[config.mk]
export PLATFORM = sky130hd
export DESIGN_NAME = axi_stream_strip_header
export DESIGN_NICKNAME = d
export VERILOG_FILES = /design/src/rtl/axi_stream_strip_header_pkg.sv /design/src/rtl/axi_stream_byte_merge.sv /design/src/rtl/axi_stream_strip_header.sv
export SDC_FILE = /design/constraint.sdc
export NUM_CORES = 1
export LEC_CHECK = 0
export ABC_AREA = 1
export CORE_MARGIN = 2
export CORE_UTILIZATION = 62
export CTS_CLUSTER_SIZE = 20
export DETAILED_ROUTE_END_ITERATION = 12
export PLACE_DENSITY = 0.87
export SKIP_LAST_GASP = 1
export SYNTH_ARGS = -nofsm -noshare
export SYNTH_HDL_FRONTEND = slang
export SYNTH_HIERARCHICAL = 1
export SYNTH_SLANG_ARGS = --single-unit
[constraint.sdc]
create_clock -name clk -period 5.3 [get_ports clk]
set_input_delay 0.795 -clock clk [delete_from_list [all_inputs] [get_ports clk]]
set_output_delay 0.795 -clock clk [all_outputs]
set_load 0.01 [all_outputs]
[src/rtl/axi_stream_strip_header_pkg.sv]
// Shared constants, FSM state encoding and byte-count helper for the
// AXI-Stream header stripper.
package axi_stream_strip_header_pkg;

  localparam int DEFAULT_DATA_WD = 32;
  localparam int MAX_BYTES       = 64;

  localparam logic [1:0] ST_IDLE = 2'd0;
  localparam logic [1:0] ST_HEAD = 2'd1;
  localparam logic [1:0] ST_BODY = 2'd2;
  localparam logic [1:0] ST_TAIL = 2'd3;

  function automatic int unsigned popcount(input logic [MAX_BYTES-1:0] v);
    int unsigned c;
    c = 0;
    for (int unsigned i = 0; i < MAX_BYTES; i++) begin
      if (v[i]) c++;
    end
    return c;
  endfunction

endpackage

[src/rtl/axi_stream_byte_merge.sv]
// Concatenates residual bytes with an input beat: the first beat-width of
// bytes forms the output beat, the overflow becomes the next residual.
module axi_stream_byte_merge
  import axi_stream_strip_header_pkg::*;
#(
  parameter int DATA_WD      = DEFAULT_DATA_WD,
  parameter int DATA_BYTE_WD = DATA_WD / 8,
  parameter int CW           = $clog2(DATA_BYTE_WD + 1)
) (
  input  logic [DATA_WD-1:0] res_data,
  input  logic [CW-1:0]      res_bytes,
  input  logic [DATA_WD-1:0] in_data,
  input  logic [CW-1:0]      in_bytes,
  output logic [DATA_WD-1:0] out_data,
  output logic [DATA_WD-1:0] next_res
);

  logic [DATA_WD-1:0]   in_masked;
  logic [2*DATA_WD-1:0] cat;
  int unsigned          sh;

  always_comb begin
    in_masked = in_data & ~({DATA_WD{1'b1}} >> (8 * in_bytes));
    // Input bytes land directly after the res_bytes residual bytes.
    sh        = 8 * (DATA_BYTE_WD - 32'(res_bytes));
    cat       = {res_data, {DATA_WD{1'b0}}} | ({{DATA_WD{1'b0}}, in_masked} << sh);
    out_data  = cat[2*DATA_WD-1 -: DATA_WD];
    next_res  = cat[DATA_WD-1:0];
  end

endmodule

[src/rtl/axi_stream_strip_header.sv]
// Removes the first N bytes of each AXI-Stream packet (N from a per-packet
// strip descriptor) and repacks the remaining bytes into full beats.
module axi_stream_strip_header
  import axi_stream_strip_header_pkg::*;
#(
  parameter int DATA_WD      = DEFAULT_DATA_WD,
  parameter int DATA_BYTE_WD = DATA_WD / 8
) (
  input  logic                    clk,
  input  logic                    rst,
  input  logic                    valid_in,
  input  logic [DATA_WD-1:0]      data_in,
  input  logic [DATA_BYTE_WD-1:0] keep_in,
  input  logic                    last_in,
  output logic                    ready_in,
  output logic                    valid_out,
  output logic [DATA_WD-1:0]      data_out,
  output logic [DATA_BYTE_WD-1:0] keep_out,
  output logic                    last_out,
  input  logic                    ready_out,
  input  logic                    valid_strip,
  input  logic [DATA_BYTE_WD-1:0] keep_strip,
  output logic                    ready_strip
);

  localparam int CW = $clog2(DATA_BYTE_WD + 1);
  localparam logic [CW-1:0] FULL = CW'(DATA_BYTE_WD);

  logic [1:0]              state_q, state_d;
  logic [CW-1:0]           n_q, n_d, r_q, r_d;
  logic [DATA_WD-1:0]      res_q, res_d, data_q, data_d;
  logic [DATA_BYTE_WD-1:0] keep_q, keep_d;
  logic                    valid_q, valid_d, last_q, last_d;

  logic [CW-1:0]      k_in;
  logic [CW:0]        sum;
  logic               out_free, accept;
  logic [DATA_WD-1:0] merge_data, merge_res, head_data;

  assign out_free    = !valid_q || ready_out;
  assign ready_in    = ((state_q == ST_HEAD) || (state_q == ST_BODY)) && out_free;
  assign ready_strip = (state_q == ST_IDLE) && !rst;
  assign accept      = valid_in && ready_in;
  assign k_in        = CW'(popcount(MAX_BYTES'(keep_in)));
  assign sum         = {1'b0, r_q} + {1'b0, k_in};
  assign head_data   = (data_in & ~({DATA_WD{1'b1}} >> (8 * k_in))) << (8 * n_q);

  axi_stream_byte_merge #(
    .DATA_WD      (DATA_WD),
    .DATA_BYTE_WD (DATA_BYTE_WD),
    .CW           (CW)
  ) u_merge (
    .res_data  (res_q),
    .res_bytes (r_q),
    .in_data   (data_in),
    .in_bytes  (k_in),
    .out_data  (merge_data),
    .next_res  (merge_res)
  );

  always_comb begin
    state_d = state_q;
    n_d     = n_q;
    r_d     = r_q;
    res_d   = res_q;
    valid_d = valid_q && !ready_out;
    data_d  = data_q;
    keep_d  = keep_q;
    last_d  = last_q;
    case (state_q)
      ST_IDLE: begin
        if (valid_strip) begin
          n_d     = CW'(popcount(MAX_BYTES'(keep_strip)));
          state_d = ST_HEAD;
        end
      end
      ST_HEAD: begin
        if (accept) begin
          if (!last_in) begin
            res_d   = head_data;
            r_d     = FULL - n_q;
            state_d = ST_BODY;
          end else begin
            // A last beat no longer than the header drops the packet silently.
            if (k_in > n_q) begin
              valid_d = 1'b1;
              data_d  = head_data;
              keep_d  = ~({DATA_BYTE_WD{1'b1}} >> (k_in - n_q));
              last_d  = 1'b1;
            end
            state_d = ST_IDLE;
          end
        end
      end
      ST_BODY: begin
        if (accept) begin
          valid_d = 1'b1;
          data_d  = merge_data;
          if (!last_in) begin
            keep_d = '1;
            last_d = 1'b0;
            res_d  = merge_res;
          end else if (sum <= {1'b0, FULL}) begin
            keep_d  = ~({DATA_BYTE_WD{1'b1}} >> sum);
            last_d  = 1'b1;
            res_d   = '0;
            r_d     = '0;
            state_d = ST_IDLE;
          end else begin
            keep_d  = '1;
            last_d  = 1'b0;
            res_d   = merge_res;
            r_d     = CW'(sum - {1'b0, FULL});
            state_d = ST_TAIL;
          end
        end
      end
      ST_TAIL: begin
        if (out_free) begin
          valid_d = 1'b1;
          data_d  = res_q;
          keep_d  = ~({DATA_BYTE_WD{1'b1}} >> r_q);
          last_d  = 1'b1;
          res_d   = '0;
          r_d     = '0;
          state_d = ST_IDLE;
        end
      end
      default: state_d = ST_IDLE;
    endcase
  end

  always_ff @(posedge clk or posedge rst) begin
    if (rst) begin
      state_q <= ST_IDLE;
      n_q     <= '0;
      r_q     <= '0;
      res_q   <= '0;
      valid_q <= 1'b0;
      data_q  <= '0;
      keep_q  <= '0;
      last_q  <= 1'b0;
    end else begin
      state_q <= state_d;
      n_q     <= n_d;
      r_q     <= r_d;
      res_q   <= res_d;
      valid_q <= valid_d;
      data_q  <= data_d;
      keep_q  <= keep_d;
      last_q  <= last_d;
    end
  end

  assign valid_out = valid_q;
  assign data_out  = data_q;
  assign keep_out  = keep_q;
  assign last_out  = last_q;

endmodule

==> results by group, run 1 <==
STA
  – Minimum setup slack in the final design: 834 ps
  – Final Slew Violations: 0
  – Maximum frequency from static timing analysis: 0.224 GHz
  – Least-Margin Pin Slew: 944 ps
  – Worst hold margin: 499 ps
  – Slew headroom: 0.368
  – Fin Clk Skew: about 6.2 ps
  – Setup repair after global routing missed its margin: no
  – Period Utilization, post-route: 0.843
  – Total negative slack: 0 ps
  – Time the final worst path needs with I/O delays and setup: 4470 ps
  – Number of endpoints failing setup at the final stage: 0
  – Fin. Hold Viols: 0

CTS
  – Maximum buffer depth of the clock tree: 2
  – Clock transition at the register clock pins on the worst setup and hold paths after CTS: ~60 ps
  – Number of gates given a new drive strength after cts: 0
  – Clock tree from TritonCTS: built
  – CTS Sinks: 78
  – Setup fix buffers added after clock tree synthesis: 0
  – Clk Tree Root Cell: sky130_fd_sc_hd__clkbuf_16
  – Total clock buffers created by CTS: 9
  – Total of hold buffers inserted after clock tree synthesis: 0
  – Clock insertion delay at the later pin of the skew report: between 300 and 400 ps
  – H-tree level count: 3

Power and ir drop
  – Worst vdd rail ir drop: 0.479 mV
  – Total power consumption of the routed design: 5.92 mW
  – Total leakage power: 4.26 nW
  – Power density relative to cell area: 704 nW/um^2

Global routing
  – GR Overflow Total: 0
  – Grt met1 use: 0.521
  – Most Used Layer, Global Route: met2
  – Number of global-route vias before repair: ~7,600
  – First-pass GRT wire length: approximately 39,000 um
  – Met3 GRT Util: 0.0821
  – GRT Util Overall: 0.389
  – Antenna violations before repair: 0
  – Pin count of the biggest net entering global routing: slightly below 50
  – Global Route met2 Usage: 0.605

Critical path
  – Class of the most critical setup path: primary input to flip-flop
  – Element type at the critical path end: flip-flop
  – Worst Path Required: around 5500 ps
  – Worst-path fanout max: 33
  – Data arrival time of the worst path: 4710 ps
  – Kind of launch point of the worst setup path: primary input

Cells and area
  – Antenna Diode Count: 0
  – Post-Route Utilization: 0.734
  – Count of filler cells inserted in the layout: about 1,000
  – NumNets Final: roughly 1,300
  – Count of placed standard cells in the final layout, fillers left out: 1,393
  – Share of layout cells above drive strength 1: 0.0504
  – Area growth from synthesis to final layout: 15.2%
  – Post-route standard cell area excluding fillers: 8410 sq um

Route
  – Post-detailed-route wirelength per cell: 17.4 um
  – Drt total wl: between 20,000 and 25,000 um
  – Vias after detailed routing: 8,274
  – Violation count after the first detailed-route iteration: 1,062
  – Antenna viol nets, final: 0
  – Number of remaining DRC errors: 0
  – Vias per cell: 5.94
  – First-pass iteration count of the detailed router: 7

Yosys
  – Post-synth EDFFs: 0
  – Share of flip-flops with an asynchronous set or reset: 1.00
  – Share of synthesized area occupied by flip-flops and latches: 0.267
  – Cell types occupying the most area after synthesis: sky130_fd_sc_hd__dfrtp_1 (27%), sky130_fd_sc_hd__nand2_1 (18%), sky130_fd_sc_hd__nand3_1 (12%), sky130_fd_sc_hd__nor2_1 (9.0%), sky130_fd_sc_hd__inv_1 (7.1%)
  – Synthesized net count: 1,269
  – Cell variety after synth: 47
  – Number of cells produced by synthesis: around 1,200
  – Mean post-synth cell area: just over 6 sq um
  – Post-synthesis register bit count: 78
  – Top cell type's share of synthesized area: 0.267
  – Synthesized area: 7300 sq um
  – Count of warnings emitted by yosys: 6
  – Cell type contributing the most total cell area after synthesis: sky130_fd_sc_hd__dfrtp_1
  – Commonest register cell after synthesis: sky130_fd_sc_hd__dfrtp_1

Status
  – Result of the run: finished clean

Run
  – # Max-Cap Violations: 0

Placement
  – Placed instance area: 8040 sq um
  – Placed instance count: ~1,400
  – Detailed-placement wirelength estimate: 17,000 um
  – Global placement routability congestion: 1.01
  – Quantity of I/O buffers inserted on ports: 85
  – Worst-case setup slack after placement: 588 ps

Floorplanning
  – Floorplan die width: 113 um
  – Die Height: 113 um
  – Row count: 39
  – Initial Util: 0.637
  – I/O pin cnt: 86
  – Die area: 12,700 sq um
  – Core outline area: 11,500 sq um

Worst hold path
  – Worst min path class: flip-flop to flip-flop
-- final timing paths --
kind,slack [ps],start,cells after the start,end
setup / recovery,830,keep_in[0],21,res_q[29]
hold / removal,500,keep_out[3],2,keep_out[3]
setup reg to reg,2080,r_q[0],14,data_out[30]
hold reg to reg,500,keep_out[3],2,keep_out[3]
max in group asynchronous,3440,rst,3,data_out[9]
min in group asynchronous,840,rst,2,n_q[0]
-- critical path, stage by stage --
cell and delay [ps]:
sky130_fd_sc_hd__clkdlybuf4s50_1 480, sky130_fd_sc_hd__inv_1 50, sky130_fd_sc_hd__ha_1 340, sky130_fd_sc_hd__inv_1 90, sky130_fd_sc_hd__nand2_1 80, sky130_fd_sc_hd__nand2_1 90, sky130_fd_sc_hd__ha_1 140, sky130_fd_sc_hd__nand2_1 130
sky130_fd_sc_hd__xnor2_4 450, sky130_fd_sc_hd__inv_1 310, sky130_fd_sc_hd__ha_1 410, sky130_fd_sc_hd__nand2_1 90, sky130_fd_sc_hd__nand2_1 70, sky130_fd_sc_hd__nor2_1 140, sky130_fd_sc_hd__o21ai_1 110, sky130_fd_sc_hd__nand2_1 160
sky130_fd_sc_hd__nand2_4 310, sky130_fd_sc_hd__a21oi_1 250, sky130_fd_sc_hd__nand3_1 100, sky130_fd_sc_hd__nand2_1 60, sky130_fd_sc_hd__inv_1 40
-- final cells by class --
cell class | instances | area [sq um] | area share
Inverter | 148 | 557 | 0.0662
Sequential cell | 78 | 1950 | 0.232
Multi-Input combinational cell | 911 | 4410 | 0.525
Clock buffer | 11 | 243 | 0.0289
Timing Repair Buffer | 97 | 941 | 0.112
Clock inverter | 5 | 129 | 0.0153
Tap cell | 143 | 179 | 0.0213
-- where the power goes --
group          switching [mW]  internal, mW  total, mW  leakage, nW
registers               0.201         0.924       1.12        0.922
clock network           0.263         0.523      0.785        0.180
logic                    2.64          1.37       4.01         3.16
total                    3.11          2.81       5.92         4.26
-- metal layers --
layer,up-vias,wire length (um),part of all wire
met5,-,0,0
met4,0,1160,0.048
met3,98,2830,0.12
met2,563,10300,0.43
met1,3697,9890,0.41
li1,3916,-,-
-- sequential cells by signal, summed over array words and instances, names as in the netlist --
register   count
valid_out      1
keep_out       4
res_q         32
last_out       1
data_out      32
r_q            3
state_q        2
n_q            3
-- logic make-up after synthesis --
kind of cell             after synthesis  share of synthesized area
flip-flops                            78                      0.267
AND/OR/NAND/NOR                      743                      0.439
XOR/XNOR                               6                     0.0123
adder cells (fa/ha/maj)               21                     0.0380
buffers and inverters                213                      0.128
AO/OA/AOI/OAI                        141                      0.115
-- cell usage after synthesis, types with 2 or more instances --
library cell               count
sky130_fd_sc_hd__a21oi_1      70
sky130_fd_sc_hd__a22o_1       16
sky130_fd_sc_hd__a22oi_1       9
sky130_fd_sc_hd__a31oi_1      10
sky130_fd_sc_hd__buf_1         7
sky130_fd_sc_hd__buf_2        23
sky130_fd_sc_hd__buf_4         8
sky130_fd_sc_hd__buf_6         4
sky130_fd_sc_hd__clkbuf_1     18
sky130_fd_sc_hd__clkbuf_8      5
sky130_fd_sc_hd__clkinv_1      2
sky130_fd_sc_hd__dfrtp_1      78
sky130_fd_sc_hd__fa_1          2
sky130_fd_sc_hd__ha_1         19
sky130_fd_sc_hd__inv_1       139
sky130_fd_sc_hd__inv_2         7
sky130_fd_sc_hd__nand2_1     349
sky130_fd_sc_hd__nand2_2       2
sky130_fd_sc_hd__nand2_4       4
sky130_fd_sc_hd__nand3_1     171
sky130_fd_sc_hd__nand3_2       2
sky130_fd_sc_hd__nand3b_1      8
sky130_fd_sc_hd__nand4_1      10
sky130_fd_sc_hd__nor2_1      175
sky130_fd_sc_hd__nor2_4        5
sky130_fd_sc_hd__nor3_1        3
sky130_fd_sc_hd__o21ai_0      26
sky130_fd_sc_hd__or2_1         3
sky130_fd_sc_hd__or2_2         6
sky130_fd_sc_hd__xnor2_4       2
sky130_fd_sc_hd__xor2_1        3
-- placed cells by master, fill, tap and decap left out, types with 16 or more instances in the layout --
master	n
sky130_fd_sc_hd__nand2_1	349
sky130_fd_sc_hd__nor2_1	175
sky130_fd_sc_hd__nand3_1	171
sky130_fd_sc_hd__inv_1	138
sky130_fd_sc_hd__clkdlybuf4s50_1	85
sky130_fd_sc_hd__dfrtp_1	78
sky130_fd_sc_hd__a21oi_1	70
sky130_fd_sc_hd__o21ai_0	26
sky130_fd_sc_hd__ha_1	19
sky130_fd_sc_hd__a22o_1	16
(Power assumes the default switching activity.)
==> run 2, diff against run 1 <==
- CORE_UTILIZATION: 62 -> 58
- PLACE_DENSITY: 0.87 -> 0.82
- clock period: 5.3 -> 4.3 ns (I/O delays scaled with it)
==> run 2 against run 1 <==
Count of clock-buffer cells in the layout did not move; highest routed layer unchanged; critical path type unchanged; setup slack got worse by 340 ps; total power rose by 20%.
==> results by group, run 2 (synthesis results as in run 1) <==
Power and ir drop
  – Switching portion of total power: 0.523 (-0.00153)
  – Net switching power: 3.71 mW (+20%)
  – Proportion of power drawn by flip-flops and latches: 0.195 (+0.005)
  – Cell internal pwr: 3.38 mW (+20%)
  – Clock share of power: 0.121 (-0.012)
  – Total leakage power: 4.28 nW (+0.42%)
  – Logic pwr share: 0.685 (+0.008)
  – Power density relative to cell area: 838 nW/um^2 (+19%)
  – Worst vdd rail ir drop: 0.738 mV (+54%)

Placement
  – Global placement routability congestion: 1.00 (-0.29%)
  – Placed instance area: 8140 sq um (+1.2%)
  – Detailed-placement wirelength estimate: 16,400 um (-3.5%)
  – Worst-case setup slack after placement: 206 ps (-382 ps)
  – Quantity of I/O buffers inserted on ports: 85 (unchanged)

Worst hold path
  – Worst min path class: flip-flop to flip-flop

Floorplanning
  – Die Height: 116 um (+3.3%)
  – Floorplan die width: 116 um (+3.3%)
  – Initial Util: 0.601 (-0.0364)
  – Row count: 40 (+2.6%)
  – Die area: 13,500 sq um (+6.6%)
  – Core outline area: 12,200 sq um (+6.1%)
  – I/O pin cnt: 86 (unchanged)

Route
  – Post-detailed-route wirelength per cell: 16.0 um (-7.7%)
  – Vias per cell: 5.73 (-3.5%)
  – Violation count after the first detailed-route iteration: 905 (-15%)
  – First-pass iteration count of the detailed router: 8 (+1)
  – Number of remaining DRC errors: 0 (unchanged)
  – Drt total wl: 22,900 um (-5.4%)
  – Vias after detailed routing: 8,181 (-1.1%)
  – Antenna viol nets, final: 0 (unchanged)

CTS
  – Total clock buffers created by CTS: 9 (unchanged)
  – Number of gates given a new drive strength after cts: 0 (unchanged)
  – Setup fix buffers added after clock tree synthesis: 0 (unchanged)
  – Clock transition at the register clock pins on the worst setup and hold paths after CTS: 70 ps (about the same)
  – CTS Sinks: 78 (unchanged)
  – Total of hold buffers inserted after clock tree synthesis: 0 (unchanged)
  – H-tree level count: 3 (unchanged)
  – Clock insertion delay at the later pin of the skew report: 360 ps (about the same)
  – Maximum buffer depth of the clock tree: 2 (unchanged)
  – Clk Tree Root Cell: sky130_fd_sc_hd__clkbuf_16
  – Clock tree from TritonCTS: built

STA
  – Period Utilization, post-route: 0.884
  – Time the final worst path needs with I/O delays and setup: 3800 ps
  – Fin. Hold Viols: 0 (unchanged)
  – Slew headroom: 0.318 (-0.0496)
  – Total negative slack: 0 ps (unchanged)
  – Maximum frequency from static timing analysis: 0.263 GHz
  – Least-Margin Pin Slew: 1020 ps (+76.8 ps)
  – Worst hold margin: 486 ps (-13.0 ps)
  – Final Slew Violations: 0 (unchanged)
  – Number of endpoints failing setup at the final stage: 0 (unchanged)
  – Setup repair after global routing missed its margin: no
  – Minimum setup slack in the final design: 498 ps (-337 ps)
  – Fin Clk Skew: 7.51 ps (+1.26 ps)

Global routing
  – Pin count of the biggest net entering global routing: 57 (+16%)
  – Number of global-route vias before repair: 7,492 (-1.6%)
  – GRT Util Overall: 0.353 (-0.0365)
  – First-pass GRT wire length: 37,200 um (-4.9%)
  – Antenna violations before repair: 0 (unchanged)
  – GR Overflow Total: 0 (unchanged)

Cells and area
  – Most frequent standard cell in the layout excluding fill and tap cells: sky130_fd_sc_hd__nand2_1
  – Post-Route Utilization: 0.696 (-0.0377)
  – Area growth from synthesis to final layout: 15.9%
  – Antenna Diode Count: 0 (unchanged)
  – NumNets Final: 1,321 (+0.69%)
  – Share of layout cells above drive strength 1: 0.0572 (+0.00679)
  – Leading cell types in the layout, fill and taps excluded: sky130_fd_sc_hd__nand2_1 (349), sky130_fd_sc_hd__nor2_1 (175), sky130_fd_sc_hd__nand3_1 (171), sky130_fd_sc_hd__inv_1 (138), sky130_fd_sc_hd__clkdlybuf4s50_1 (85)
  – Post-route standard cell area excluding fillers: 8460 sq um (+0.61%)

Critical path
  – Maximum single-stage delay on the critical path: 480 ps (about the same)
  – Data arrival time of the worst path: 4070 ps (-640 ps)
  – Critical path's slowest cell: sky130_fd_sc_hd__clkdlybuf4s50_1
  – Element type at the critical path end: flip-flop
  – Worst Path Required: 4570 ps (-970 ps)
  – Critical path, cell by cell: clkdlybuf4s50_1, inv_1, ha_1, inv_1, nand2_1, nand2_1, ha_1, or2_4, nand2_4, fa_1, inv_1, nor2_1, o21ai_1, nand2_1, nand2_4, a21oi_1, a22oi_1
  – Kind of launch point of the worst setup path: primary input
  – Class of the most critical setup path: primary input to flip-flop
  – Worst-path fanout max: 33 (unchanged)

Run
  – # Max-Cap Violations: 0 (unchanged)

Status
  – Result of the run: finished clean
## run 2: cell types whose count changed in the layout (fill, tap and decap cells not counted), sizes merged
cell	before	now
buf	12	21
bufinv	4	2
clkinv	3	4
clkinvlp	0	1
## run 2: through the flow
stage                     power, mW  std cells
final                          7.10       1427
after global routing           7.70       1427
after CTS                      6.99       1427
after detailed placement       6.10       1411
after global placement         5.99       1411
after floorplan                4.87       1202
## run 2: worst max-delay path: cells and delay by family
family / cells / cell delay, ps
and+or+nand+nor: 7 / 1140
adders and majority gates: 3 / 1080
buffers and inverters: 4 / 720
AOI/OAI and AO/OA: 3 / 470
## run 2: layout make-up
class                   instances  area (sq um)
multi-input cells             911          4410
fillers                      1123          3700
flip-flops and latches         78          1950
repair buffers                106          1010
inverters                     148           557
clock buffers                  11           243
well taps                     168           210
clock inverters                 5          81.3
## run 2: power groups by stage
stage | logic [mW] | registers (mW) | clock network, mW
2_1_floorplan | 3.43 | 1.43 | 0
3_3_place_gp | 4.62 | 1.37 | 0
3_5_place_dp | 4.71 | 1.39 | 0
4_1_cts | 4.76 | 1.38 | 0.856
5_1_grt | 5.38 | 1.42 | 0.892
6_report | 4.86 | 1.38 | 0.858
## run 2: final timing paths
path	from	to	slack (ps)	depth (start not counted)
setup / recovery	keep_in[0]	res_q[14]	500	17
hold / removal	keep_out[3]	keep_out[3]	490	2
setup reg to reg	r_q[0]	data_out[15]	1550	13
hold reg to reg	keep_out[3]	keep_out[3]	490	2
max in group asynchronous	rst	res_q[17]	2570	3
min in group asynchronous	rst	n_q[0]	850	2
## run 2: metal layers
layer,wire [um],global-route usage,up-vias,share of wire
li1,-,-,3938,-
met1,9480,0.469,3669,0.41
met2,9870,0.539,473,0.43
met3,2350,0.0784,101,0.10
met4,1200,0.189,0,0.052
met5,0,0,-,0
==> run 3, diff against run 2 <==
- CORE_UTILIZATION: 58 -> 52
- PLACE_DENSITY: 0.82 -> 0.78
- clock period: 4.3 -> 3.17 ns (I/O delays scaled with it)
==> run 3 against run 2 <==
Via count is 5.5% higher; utilization is 1.1 points lower; routed wire length is 11% higher; combinational power is 52% higher; sequential share of layout area is 2.4 points lower; count of clock-buffer cells in the layout is 2 lower; total power is 46% higher; setup slack worse by 420 ps; critical endpoint is now res_q[6]; clock power is 21% higher.
==> results by group, run 3 (synthesis results as in run 1) <==
STA
  – Final Slew Violations: 0 (unchanged)
  – Worst hold margin: 488 ps (+2.09 ps)
  – Least-Margin Pin Slew: 1000 ps (-20.7 ps)
  – Fin Clk Skew: 6.83 ps (-0.674 ps)
  – Slew headroom: 0.333 (+0.0146)
  – Time the final worst path needs with I/O delays and setup: 3090 ps
  – Number of endpoints failing setup at the final stage: 0 (unchanged)
  – Setup repair after global routing missed its margin: yes
  – Maximum frequency from static timing analysis: around 0.32 GHz
  – Fin. Hold Viols: 0 (unchanged)
  – Period Utilization, post-route: 0.975
  – Total negative slack: 0 ps (unchanged)

Critical path
  – Worst setup path startpoint: keep_in[0]
  – Element type at the critical path end: flip-flop
  – Worst-path fanout max: 6 (-82%)
  – Class of the most critical setup path: primary input to flip-flop
  – Source of the worst register-to-register timing path: state_q[0]
  – Kind of launch point of the worst setup path: primary input
  – Data arrival time of the worst path: 3360 ps (-710 ps)
  – Worst Path Required: 3440 ps (-1130 ps)

CTS
  – CTS Sinks: 78 (unchanged)
  – Clock tree from TritonCTS: built
  – H-tree level count: 3 (unchanged)
  – Clk Tree Root Cell: sky130_fd_sc_hd__clkbuf_16
  – Clock transition at the register clock pins on the worst setup and hold paths after CTS: 60 ps (about the same)
  – Maximum buffer depth of the clock tree: 2 (unchanged)
  – Total clock buffers created by CTS: 9 (unchanged)
  – Clock insertion delay at the later pin of the skew report: 360 ps (about the same)

Power and ir drop
  – Total power consumption of the routed design: 10.3 mW (+46%)
  – Cell internal pwr: 5.02 mW (+48%)
  – Net switching power: 5.32 mW (+43%)
  – Worst vdd rail ir drop: 0.608 mV (-18%)
  – Total leakage power: 4.79 nW (+12%)
  – Switching portion of total power: 0.514 (-0.00878)
  – Proportion of power drawn by flip-flops and latches: 0.185 (-0.010)
  – Clock share of power: 0.101 (-0.020)
  – Power density relative to cell area: 1100 nW/um^2 (+31%)
  – Logic pwr share: 0.714 (+0.029)

Cells and area
  – Count of filler cells inserted in the layout: 1,256 (+12%)
  – NumNets Final: 1,416 (+7.2%)
  – Leading cell types in the layout, fill and taps excluded: sky130_fd_sc_hd__nand2_1 (344), sky130_fd_sc_hd__nor2_1 (174), sky130_fd_sc_hd__nand3_1 (169), sky130_fd_sc_hd__inv_1 (135), sky130_fd_sc_hd__buf_4 (102)
  – Antenna Diode Count: 0 (unchanged)
  – Share of layout cells above drive strength 1: 0.138 (+0.0810)
  – Most frequent standard cell in the layout excluding fill and tap cells: sky130_fd_sc_hd__nand2_1
  – Area growth from synthesis to final layout: 29.2%

Route
  – Vias per cell: 5.63 (-1.8%)
  – Vias after detailed routing: 8,630 (+5.5%)
  – Drt total wl: 25,400 um (+11%)
  – Antenna viol nets, final: 0 (unchanged)
  – First-pass iteration count of the detailed router: 6 (-2)
  – Number of remaining DRC errors: 0 (unchanged)
  – Post-detailed-route wirelength per cell: 16.6 um (+3.4%)
  – Violation count after the first detailed-route iteration: 988 (+9.2%)

Floorplanning
  – Core outline area: 13,800 sq um (+13%)
  – Die Height: 123 um (+5.4%)
  – I/O pin cnt: 86 (unchanged)
  – Floorplan die width: 123 um (+5.4%)
  – Row count: 43 (+7.5%)
  – Initial Util: 0.530 (-0.0703)
  – Die area: 15,000 sq um (+11%)

Global routing
  – GR Overflow Total: 0 (unchanged)
  – Pin count of the biggest net entering global routing: 49 (-14%)
  – GRT Util Overall: 0.351 (-0.00159)
  – Antenna violations before repair: 0 (unchanged)
  – Number of global-route vias before repair: 7,856 (+4.9%)
  – First-pass GRT wire length: 40,600 um (+9.2%)

Status
  – Result of the run: finished clean

Placement
  – Global placement routability congestion: 1.03 (+2.8%)
  – Quantity of I/O buffers inserted on ports: 85 (unchanged)
  – Detailed-placement wirelength estimate: 18,500 um (+13%)

Worst hold path
  – Worst min path class: flip-flop to flip-flop
  – Hold wc startpoint: keep_out[3]

Run
  – # Max-Cap Violations: 0 (unchanged)
==> run 3: cell count changes in the layout (fill, tap and decap cells not counted), sizes merged <==
cell | previous run | this run
dlygate4sd2 | 0 | 2
clkinvlp | 1 | 2
clkinv | 4 | 6
dlymetal6s2s | 0 | 1
clkbuf | 11 | 9
bufinv | 2 | 1
clkdlybuf4s50 | 85 | 82
inv | 146 | 145
buf | 21 | 116
==> run 3: critical path, stage by stage <==
cell and delay [ps]:
sky130_fd_sc_hd__dlygate4sd2_1 250, sky130_fd_sc_hd__buf_4 130, sky130_fd_sc_hd__ha_2 170, sky130_fd_sc_hd__inv_1 50, sky130_fd_sc_hd__nand2_1 70, sky130_fd_sc_hd__nand2_1 100
sky130_fd_sc_hd__inv_1 70, sky130_fd_sc_hd__ha_4 210, sky130_fd_sc_hd__or2_4 230, sky130_fd_sc_hd__nand2_4 70, sky130_fd_sc_hd__fa_1 450, sky130_fd_sc_hd__inv_2 110
sky130_fd_sc_hd__nor2_4 40, sky130_fd_sc_hd__o21ai_2 180, sky130_fd_sc_hd__nand2_2 130, sky130_fd_sc_hd__nand2_8 160, sky130_fd_sc_hd__buf_6 150, sky130_fd_sc_hd__buf_16 110
sky130_fd_sc_hd__nand2_1 40, sky130_fd_sc_hd__a31oi_1 140
==> run 3: power groups by stage <==
stage          sequential [mW]  combinational [mW]  clock [mW]
3_5_place_dp              1.92                6.93           0
2_1_floorplan             1.94                4.66           0
3_3_place_gp              1.90                6.80           0
6_report                  1.92                7.39        1.04
5_1_grt                   1.98                8.15        1.10
4_1_cts                   1.91                7.14        1.06
==> run 3: path summary, 6_finish.rpt <==
path,endpoint,slack (ps),cells past startpoint
min in group asynchronous,n_q[0],540,2
worst max register to register,res_q[3],490,8
worst min register to register,keep_out[3],490,2
max in group asynchronous,res_q[20],1970,3
worst min-delay path,keep_out[3],490,2
worst max-delay path,res_q[6],80,20
==> run 3: timing repair <==
action / in CTS / in global routing
pin swaps: 7 / 11
gates resized for setup: 14 / 20
gates cloned: 4 / 0
hold buffers: 0 / 0
buffers inserted: 8 / 2
endpoints found under the setup margin: 66 / 72
==> run 3: per-stage QoR <==
stage                util  setup slack, ps  instance area, sq um  cells
floorplan               -             20.9                  7310   1202
global placement    0.641             -413                  8830   1504
detailed placement  0.641             -490                  8830   1504
CTS                 0.678             7.54                  9340   1531
global route        0.685            -76.1                  9440   1533
finish              0.685             80.0                  9440   1533
==> run 3: area by class of cell <==
| class | instances | area, sq um | area share |
|---|---|---|---|
| clock buffer | 9 | 225 | 0.0239 |
| clock inverter | 6 | 63.8 | 0.00676 |
| inverter | 148 | 559 | 0.0593 |
| multi-input combinational | 911 | 4520 | 0.479 |
| sequential | 78 | 1950 | 0.207 |
| tap | 180 | 225 | 0.0239 |
| timing repair buffer | 201 | 1890 | 0.200 |
==> run 3: metal layers <==
layer / global-route usage / up-vias / routed length [um]
li1: - / 4128 / -
met1: 0.465 / 3933 / 10300
met2: 0.553 / 486 / 11500
met3: 0.0646 / 83 / 2510
met4: 0.170 / 0 / 1060
met5: 0 / - / 0
